<file path="src/rtl/glitch_filter_mc_if.sv">
// Pin-side bundle for glitch_filter_mc: raw inputs, filtered levels,
// edge strobes and glitch diagnostics.
interface glitch_filter_mc_if #(
   parameter int NUM_CH = 4,
   parameter int GCNT_W = 8
);
   logic [NUM_CH-1:0]        signal_in;
   logic                     glitch_clr;
   logic [NUM_CH-1:0]        o_signal;
   logic [NUM_CH-1:0]        rise_pulse;
   logic [NUM_CH-1:0]        fall_pulse;
   logic [NUM_CH-1:0]        glitch_flag;
   logic [NUM_CH*GCNT_W-1:0] glitch_cnt;

   modport master (
      output signal_in, glitch_clr,
      input  o_signal, rise_pulse, fall_pulse,
      input  glitch_flag, glitch_cnt
   );

   modport slave (
      input  signal_in, glitch_clr,
      output o_signal, rise_pulse, fall_pulse,
      output glitch_flag, glitch_cnt
   );
endinterface

</file>
<file path="src/rtl/glitch_filter_mc.sv">
// Multi-channel synchronising glitch/debounce filter with per-channel
// edge strobes and saturating glitch counters.
module glitch_filter_mc #(
   parameter int NUM_CH      = 4,
   parameter int SYNC_STAGES = 2,
   parameter int MIN_HIGH    = 100,
   parameter int MIN_LOW     = 100,
   parameter int FILT_MODE   = 2,
   parameter int INIT_LEVEL  = 0,
   parameter int GCNT_W      = 8
) (
   input  logic           clk,
   input  logic           rst,
   glitch_filter_mc_if.slave bus
);

   localparam int TH_HI  = (FILT_MODE != 1) ? MIN_HIGH : 1;
   localparam int TH_LO  = (FILT_MODE != 0) ? MIN_LOW : 1;
   localparam int MAX_TH = (MIN_HIGH > MIN_LOW) ? MIN_HIGH : MIN_LOW;
   localparam int CW     = $clog2(MAX_TH) + 1;
   localparam logic INIT_B = 1'(INIT_LEVEL);

   typedef enum logic [1:0] {
      ST_LO,
      PEND_HI,
      ST_HI,
      PEND_LO
   } st_t;

   logic [NUM_CH-1:0]        o_v;
   logic [NUM_CH-1:0]        rp_v;
   logic [NUM_CH-1:0]        fp_v;
   logic [NUM_CH-1:0]        gf_v;
   logic [NUM_CH*GCNT_W-1:0] gc_v;

   for (genvar i = 0; i < NUM_CH; i++) begin : g_ch
      logic [SYNC_STAGES-1:0] sync;
      st_t                    st;
      logic [CW-1:0]          cnt;
      logic                   o_q;
      logic                   o_d;
      logic                   rp;
      logic                   fp;
      logic                   gf;
      logic [GCNT_W-1:0]      gc;
      logic                   s;
      logic                   glitch;

      assign s      = sync[SYNC_STAGES-1];
      assign glitch = ((st == PEND_HI) && !s) ||
                      ((st == PEND_LO) && s);

      always_ff @(posedge clk or negedge rst) begin
         if (!rst) begin
            sync <= {SYNC_STAGES{INIT_B}};
            st   <= INIT_B ? ST_HI : ST_LO;
            cnt  <= '0;
            o_q  <= INIT_B;
            o_d  <= INIT_B;
            rp   <= 1'b0;
            fp   <= 1'b0;
            gf   <= 1'b0;
            gc   <= '0;
         end else begin
            sync <= {sync[SYNC_STAGES-2:0], bus.signal_in[i]};
            // strobes trail the level change by one cycle
            o_d  <= o_q;
            rp   <= o_q & ~o_d;
            fp   <= ~o_q & o_d;
            unique case (st)
               ST_LO: begin
                  if (s) begin
                     if (TH_HI == 1) begin
                        st  <= ST_HI;
                        o_q <= 1'b1;
                     end else begin
                        st  <= PEND_HI;
                        cnt <= CW'(1);
                     end
                  end
               end
               PEND_HI: begin
                  if (!s) begin
                     st  <= ST_LO;
                     cnt <= '0;
                  end else if (cnt == CW'(TH_HI - 1)) begin
                     st  <= ST_HI;
                     cnt <= '0;
                     o_q <= 1'b1;
                  end else begin
                     cnt <= cnt + 1'b1;
                  end
               end
               ST_HI: begin
                  if (!s) begin
                     if (TH_LO == 1) begin
                        st  <= ST_LO;
                        o_q <= 1'b0;
                     end else begin
                        st  <= PEND_LO;
                        cnt <= CW'(1);
                     end
                  end
               end
               PEND_LO: begin
                  if (s) begin
                     st  <= ST_HI;
                     cnt <= '0;
                  end else if (cnt == CW'(TH_LO - 1)) begin
                     st  <= ST_LO;
                     cnt <= '0;
                     o_q <= 1'b0;
                  end else begin
                     cnt <= cnt + 1'b1;
                  end
               end
               default: begin
                  st  <= ST_LO;
                  cnt <= '0;
               end
            endcase
            // a coincident glitch outranks the clear
            if (glitch) begin
               gf <= 1'b1;
               if (bus.glitch_clr) gc <= GCNT_W'(1);
               else if (!(&gc))    gc <= gc + 1'b1;
            end else if (bus.glitch_clr) begin
               gf <= 1'b0;
               gc <= '0;
            end
         end
      end

      assign o_v[i]                   = o_q;
      assign rp_v[i]                  = rp;
      assign fp_v[i]                  = fp;
      assign gf_v[i]                  = gf;
      assign gc_v[i*GCNT_W +: GCNT_W] = gc;
   end

   assign bus.o_signal    = o_v;
   assign bus.rise_pulse  = rp_v;
   assign bus.fall_pulse  = fp_v;
   assign bus.glitch_flag = gf_v;
   assign bus.glitch_cnt  = gc_v;

endmodule

</file>
<file path="src/flat_wrapper.sv">
// flat-port wrapper written by rule: the top's interface ports become plain ports
module glitch_filter_mc_flat 
#(
   parameter int NUM_CH      = 4,
   parameter int SYNC_STAGES = 2,
   parameter int MIN_HIGH    = 100,
   parameter int MIN_LOW     = 100,
   parameter int FILT_MODE   = 2,
   parameter int INIT_LEVEL  = 0,
   parameter int GCNT_W      = 8
)
  (clk, rst, bus_signal_in, bus_glitch_clr, bus_o_signal, bus_rise_pulse, bus_fall_pulse, bus_glitch_flag, bus_glitch_cnt);
  glitch_filter_mc_if #(.NUM_CH(NUM_CH), .GCNT_W(GCNT_W)) bus_i ();
  input  logic clk;
  input  logic rst;
  input wire logic [$bits(bus_i.signal_in)-1:0] bus_signal_in;
  input wire logic [$bits(bus_i.glitch_clr)-1:0] bus_glitch_clr;
  output wire logic [$bits(bus_i.o_signal)-1:0] bus_o_signal;
  output wire logic [$bits(bus_i.rise_pulse)-1:0] bus_rise_pulse;
  output wire logic [$bits(bus_i.fall_pulse)-1:0] bus_fall_pulse;
  output wire logic [$bits(bus_i.glitch_flag)-1:0] bus_glitch_flag;
  output wire logic [$bits(bus_i.glitch_cnt)-1:0] bus_glitch_cnt;
  assign bus_i.signal_in = bus_signal_in;
  assign bus_i.glitch_clr = bus_glitch_clr;
  assign bus_o_signal = bus_i.o_signal;
  assign bus_rise_pulse = bus_i.rise_pulse;
  assign bus_fall_pulse = bus_i.fall_pulse;
  assign bus_glitch_flag = bus_i.glitch_flag;
  assign bus_glitch_cnt = bus_i.glitch_cnt;
  glitch_filter_mc #(.NUM_CH(NUM_CH), .SYNC_STAGES(SYNC_STAGES), .MIN_HIGH(MIN_HIGH), .MIN_LOW(MIN_LOW), .FILT_MODE(FILT_MODE), .INIT_LEVEL(INIT_LEVEL), .GCNT_W(GCNT_W)) u_core (.clk(clk), .rst(rst), .bus(bus_i));
endmodule
</file>
<file path="config.mk">
export PLATFORM = sky130hd
export DESIGN_NAME = glitch_filter_mc_flat
export DESIGN_NICKNAME = d
export VERILOG_FILES = /design/src/rtl/glitch_filter_mc_if.sv /design/src/rtl/glitch_filter_mc.sv /design/src/flat_wrapper.sv
export SDC_FILE = /design/constraint.sdc
export NUM_CORES = 1
export LEC_CHECK = 0
export CORE_UTILIZATION = 39
export DETAILED_ROUTE_END_ITERATION = 8
export PLACE_DENSITY = 0.65
export SYNTH_ARGS = -nofsm -noshare
export SYNTH_HDL_FRONTEND = slang
export SYNTH_SLANG_ARGS = --single-unit
</file>
<file path="constraint.sdc">
create_clock -name clk -period 1.8 [get_ports clk]
set_input_delay 0.36 -clock clk [delete_from_list [all_inputs] [get_ports clk]]
set_output_delay 0.36 -clock clk [all_outputs]
set_load 0.1 [all_outputs]
</file>
==> flow_summary.json, run 1 <==
{
  "nNetsFinal": 551,
  "route.detailed.drc": 0,
  "slew_headroom_pct": 70.9,
  "fillers": 1044,
  "ys_seq_area_share_pct": 51.0,
  "path_class": "flop to flop",
  "gp_congestion": 0.844,
  "worstSetupStartpointType": "flop",
  "grt_overflow_total": 0,
  "routedWlPerCell_um": 14.4,
  "drv_slew": 0,
  "p_comb_share_pct": 11.8,
  "antenna_found_initial": 0,
  "netSwitchingFraction_pct": 25.8,
  "worst_clock_skew_ns": 0.00848,
  "post-route-min-period_ns": 1.64,
  "grt_pass1_wl_um": 18100,
  "grt_max_degree": 47,
  "synth.most_common_cell": "dfrtp_1",
  "setup_viol": 0,
  "switchingPower_mw": 1.28,
  "core_area_sq_um": 12200,
  "synth_edf_count": 0,
  "rsz0062_at_grt": "false",
  "dp_slack_ns": 0.101,
  "worst-slew-pin-transition_ns": 0.436,
  "wl_um": 10200,
  "std_cell_rows": 40,
  "fmax_mhz": 609,
  "synth_top_area_share_pct": 51.0,
  "dp_hpwl_um": 7310,
  "synthTopCellsByCount": "dfrtp_1 (100), nand2_1 (39), nor2_1 (35), a21oi_1 (28), nand3_1 (28)",
  "worst-path-max-fanout": 6,
  "synthCells": 481,
  "drt-initial-drc-count": 143,
  "synthTopCellsByArea": "dfrtp_1 (51%), nand2_1 (3.0%), a21oi_1 (2.9%), nand3_1 (2.9%), nor2_1 (2.7%)",
  "final_layout_size_suffix_gt1_share_pct": 23.2,
  "yosys_register_bits": 100,
  "endpoint_kind": "flop",
  "numCtsBuffers": 9,
  "grt_util_all_layers_pct": 17.5,
  "ant_nets": 0,
  "p_clk_share_pct": 39.6,
  "required_ns": 2.07,
  "synth.distinct_cells": 57,
  "root_buffer": "clkbuf_16",
  "drv_cap": 0,
  "cts_buffer_depth": 2,
  "floorplan.initialDensity_pct": 40.4,
  "syn_nets": 498,
  "min_path_type": "flop to flop",
  "vias_per_cell": 5.40,
  "tns_ns": 0,
  "die_w_um": 114,
  "synthFlopType": "dfrtp_1",
  "status": "finished clean",
  "ys_async_sr_fraction_pct": 100,
  "p_per_area_nw_per_um2": 765,
  "synth_top_area_cell": "dfrtp_1",
  "total_power_mw": 4.97,
  "yosys_warnings": 0,
  "p_int_mw": 3.69,
  "synth_area_sq_um": 4910,
  "clock_sinks": 100,
  "arrival_ns": 1.91,
  "worstSkewPairLatency_ns": 0.35,
  "h-tree-depth": 3,
  "syn_to_final_growth_pct": 32.3,
  "dr.pass1.iters": 4,
  "antenna_cells": 0,
  "portBuffers": 54,
  "avgSynthCellArea_sq_um": 10.2,
  "power_frac_seq_pct": 48.6,
  "ios": 55,
  "die_h_um": 114,
  "clk_pin_slew_ns": 0.07,
  "final.setup.worst_slack_ns": 0.159,
  "leakage_nw": 2.81,
  "hold_viol_final": 0,
  "grt_pass1_vias": 3791,
  "vias": 3815,
  "dieArea_sq_um": 13000,
  "cts_tree": "done",
  "fin_crit_sh_pct": 91.2,
  "vdd_drop_max_mv": 0.590
}
[area by class of cell]
class	instances	area, sq um	share of cell area [%]
clock buffer	13	260	4.00
sequential	100	2540	39.1
multi-input combinational	343	2230	34.4
clock inverter	3	43.8	0.674
tap	168	210	3.23
inverter	11	41.3	0.635
timing repair buffer	69	1170	18.0
[logic make-up after synthesis]
logic type / count (synthesis) / synth area share (%)
buf+inv: 38 / 4.20
xor+xnor: 15 / 3.13
fa+ha+maj: 10 / 2.55
mux: 13 / 2.75
compound gates: 106 / 14.3
simple gates: 199 / 22.1
flops: 100 / 51.0
[routing by layer]
metal / wire length, um / global-route usage, % / vias to the layer above
met1: 4630 / 22.6 / 1893
met3: 394 / 4.71 / 11
li1: - / - / 1846
met5: 0 / 0 / -
met4: 113 / 4.76 / 0
met2: 5070 / 29.0 / 65
[power groups by stage]
stage               clock network [mW]  registers (mW)  logic [mW]
floorplan                            0            2.53       0.257
global placement                     0            2.45       0.570
detailed placement                   0            2.46       0.583
CTS                               2.03            2.42       0.587
global route                      2.11            2.43       0.635
finish                            1.97            2.42       0.585
[critical path, stage by stage (launching register included)]
cell,delay (ns)
dfrtp_2,0.45
and4_1,0.23
and2_0,0.22
or4_1,0.51
a21oi_1,0.15
[cell usage in the layout (no fill, tap or decap), types with 5 or more instances in the layout]
cell             synthesis  routed
clkdlybuf4s50_1          0       5
nor2_1                  35      35
dfrtp_2                  0      29
nor3_1                   8       8
nand4_1                  8       8
nand2b_1                15      15
mux2i_1                  9       9
buf_4                   16      12
o21ai_0                 18      18
clkbuf_16                0       9
and2_1                   8       8
and3_1                  16      16
and4_1                   5       5
buf_12                   0      51
or3_1                    5       5
xor2_1                  10      10
a22o_1                   5       5
a31oi_1                 13      13
dfrtp_1                100      71
inv_1                   10      10
nand2_1                 39      39
nand3_1                 28      28
ha_1                    10       9
a211oi_1                 6       5
a21oi_1                 28      28
a41oi_1                  5       5
nor2b_1                 10      10
[final timing paths]
path                                        startpoint                endpoint  slack [ns]  depth (start not counted)
worst max-delay path              u_core.g_ch[3].gc[3]    u_core.g_ch[3].gc[4]        0.16                          4
worst min-delay path            u_core.g_ch[1].sync[0]  u_core.g_ch[1].sync[1]        0.35                          0
worst max register to register    u_core.g_ch[3].gc[3]    u_core.g_ch[3].gc[4]        0.16                          4
worst min register to register  u_core.g_ch[1].sync[0]  u_core.g_ch[1].sync[1]        0.35                          0
max in group asynchronous                          rst    u_core.g_ch[0].gc[4]        0.78                          3
min in group asynchronous                          rst  u_core.g_ch[3].sync[0]        0.49                          2
[stage by stage]
step	util, %	hold slack (ns)	area (sq um)	cells
detailed placement	50.6	0.334	6150	690
global placement	50.6	0.321	6150	690
global route	53.4	0.358	6500	707
floorplan	-	0.0644	4950	481
finish	53.4	0.353	6500	707
CTS	53.2	0.353	6470	707
[what timing repair did]
action / in CTS / in global routing
hold buffers: 1 / 0
endpoints found under the hold margin: 23 / 0
gates resized for setup: 0 / 5
endpoints found under the setup margin: 0 / 10
buffers inserted: 0 / 0
[state kept, by name (all words and copies together) (netlist names), named ones only]
name / flops
u_core.g_ch.cnt: 32
u_core.g_ch.fp: 4
u_core.g_ch.gc: 32
u_core.g_ch.gf: 4
u_core.g_ch.o_d: 4
u_core.g_ch.o_q: 4
u_core.g_ch.rp: 4
u_core.g_ch.st: 4
u_core.g_ch.sync: 8
(Power assumes the default switching activity.)
==> run 2, diff against run 1 <==
--- a/config.mk
+++ b/config.mk
@@ -5,9 +5,10 @@
 export SDC_FILE = /design/constraint.sdc
 export NUM_CORES = 1
 export LEC_CHECK = 0
-export CORE_UTILIZATION = 39
+export CORE_UTILIZATION = 56
 export DETAILED_ROUTE_END_ITERATION = 8
-export PLACE_DENSITY = 0.65
+export PLACE_DENSITY = 0.85
+export SLEW_MARGIN = 20
 export SYNTH_ARGS = -nofsm -noshare
 export SYNTH_HDL_FRONTEND = slang
 export SYNTH_SLANG_ARGS = --single-unit
==> flow_summary.json, run 2 (same netlist as run 1, synthesis figures left out) <==
{
  "cts_tree": "done",
  "fmax_mhz": 587,
  "min_path_type": "flop to flop",
  "vias_per_cell": 6.15,
  "reg2reg_from": "u_core.g_ch[1].cnt[0]",
  "routedWlPerCell_um": 16.8,
  "nNetsFinal": 552,
  "vdd_drop_max_mv": 0.484,
  "ff_latch_area_sq_um": 2540,
  "grt_util_all_layers_pct": 25.5,
  "final.setup.worst_slack_ns": 0.0978,
  "dp_slack_ns": 0.101,
  "final_layout_size_suffix_gt1_share_pct": 23.5,
  "antenna_cells": 0,
  "holdWs_ns": 0.364,
  "cts_buffer_depth": 2,
  "min_to": "u_core.g_ch[1].sync[1]",
  "multi_input_area_sq_um": 2230,
  "fillers": 504,
  "required_ns": 2.05,
  "leakage_nw": 2.78,
  "drt-initial-drc-count": 245,
  "slowest_stage": "dfrtp_1",
  "r2r_slack_ns": 0.1,
  "dieArea_sq_um": 9150,
  "worst_clock_skew_ns": 0.00594,
  "p_per_area_nw_per_um2": 718,
  "worstSkewPairLatency_ns": 0.36,
  "whs_path_depth": 0,
  "floorplan.initialDensity_pct": 58.9,
  "worstSetupStartpointType": "flop",
  "arrival_ns": 1.95,
  "vias": 3965,
  "portBuffers": 54,
  "antenna_found_initial": 0,
  "gp_congestion": 0.914,
  "ios": 55,
  "ant_nets": 0,
  "final_common_cell": "dfrtp_1",
  "drv_slew": 0,
  "drv_cap": 0,
  "h-tree-depth": 3,
  "reg2reg_depth": 5,
  "min_from": "u_core.g_ch[1].sync[0]",
  "grt_pass1_wl_um": 18100,
  "max_stage_delay_ns": 0.44,
  "syn_to_final_growth_pct": 29.1,
  "place_area_sq_um": 6070,
  "final_cell_mix": "dfrtp_1 (71), buf_12 (51), nand2_1 (39), nor2_1 (35), dfrtp_2 (29)",
  "std_cell_rows": 33,
  "die_w_um": 95.6,
  "grt_pass1_vias": 3905,
  "root_buffer": "clkbuf_8",
  "status": "finished clean",
  "slew_headroom_pct": 70.3,
  "core_area_sq_um": 8340,
  "endpoint_kind": "flop",
  "setup_viol": 0,
  "path_class": "flop to flop",
  "hold_viol_final": 0,
  "reg2reg_to": "u_core.g_ch[1].cnt[1]",
  "clk_pin_slew_ns": 0.09,
  "fin_util_pct": 76.0,
  "worst-path-max-fanout": 5,
  "numCtsBuffers": 9,
  "route.detailed.drc": 0,
  "wl_um": 10800,
  "fin_crit_sh_pct": 94.6,
  "die_h_um": 95.6,
  "total_power_mw": 4.56,
  "final_cell_area_sq_um": 6340,
  "grt_overflow_total": 0,
  "biggestRegsByFlops": "u_core.g_ch.cnt: 32 flops, u_core.g_ch.gc: 32 flops, u_core.g_ch.sync: 8 flops",
  "dp_hpwl_um": 7530,
  "worst-slew-pin-transition_ns": 0.440,
  "dr.pass1.iters": 5,
  "post-route-min-period_ns": 1.70,
  "grt_max_degree": 47,
  "clock_sinks": 100,
  "path_cells": "ha_2, nor4b_4, a211oi_2, clkdlybuf4s15_2, a22o_1"
}
[run 2: cell type report]
class	count	share of cell area, %
Tap cell	105	2.07
Inverter	11	0.651
Clock buffer	10	2.01
Multi-Input combinational cell	343	35.2
Clock inverter	6	1.38
Timing Repair Buffer	70	18.6
Sequential cell	100	40.0
[run 2: through the flow]
stage	TNS, ns	instances
finish	0	645
global route	-0.000917	645
CTS	0	644
detailed placement	0	627
global placement	0	627
floorplan	-0.0175	481
[run 2: worst max path at each step]
stage / startpoint / to / cells past startpoint
floorplan: u_core.g_ch[3].gc[6] / u_core.g_ch[3].gc[4] / 4
global placement: u_core.g_ch[3].gc[6] / u_core.g_ch[3].gc[4] / 4
detailed placement: u_core.g_ch[3].cnt[0] / u_core.g_ch[3].cnt[7] / 6
CTS: u_core.g_ch[3].cnt[0] / u_core.g_ch[3].cnt[7] / 6
global route: u_core.g_ch[1].cnt[0] / u_core.g_ch[1].cnt[3] / 6
finish: u_core.g_ch[1].cnt[0] / u_core.g_ch[1].cnt[1] / 5
[run 2: report_power, final]
part	switching (mW)	total [mW]	internal, mW
clock network	0.758	1.54	0.786
logic	0.374	0.592	0.218
registers	0.105	2.42	2.31
total	1.24	4.56	3.32
[run 2: critical path: cells and delay by family, from the launching register on]
family,cells,cell delay (ns)
flops,1,0.44
compound gates,2,0.37
simple gates,1,0.28
fa+ha+maj,1,0.25
buf+inv,1,0.25
[run 2: what timing repair did]
action / in CTS / in global routing
hold buffers: 1 / 0
hold endpoints to repair: 19 / 0
endpoints found under the setup margin: 0 / 8
gates resized for setup: 0 / 5
buffers inserted: 0 / 0
[run 2: metal layers]
layer / up-vias / GRT usage, % / share of wire, %
met1: 1952 / 32.6 / 41
met2: 139 / 44.0 / 53
met4: 0 / 6.72 / 1.1
met5: - / 0 / 0
li1: 1863 / - / -
met3: 11 / 5.42 / 4.7
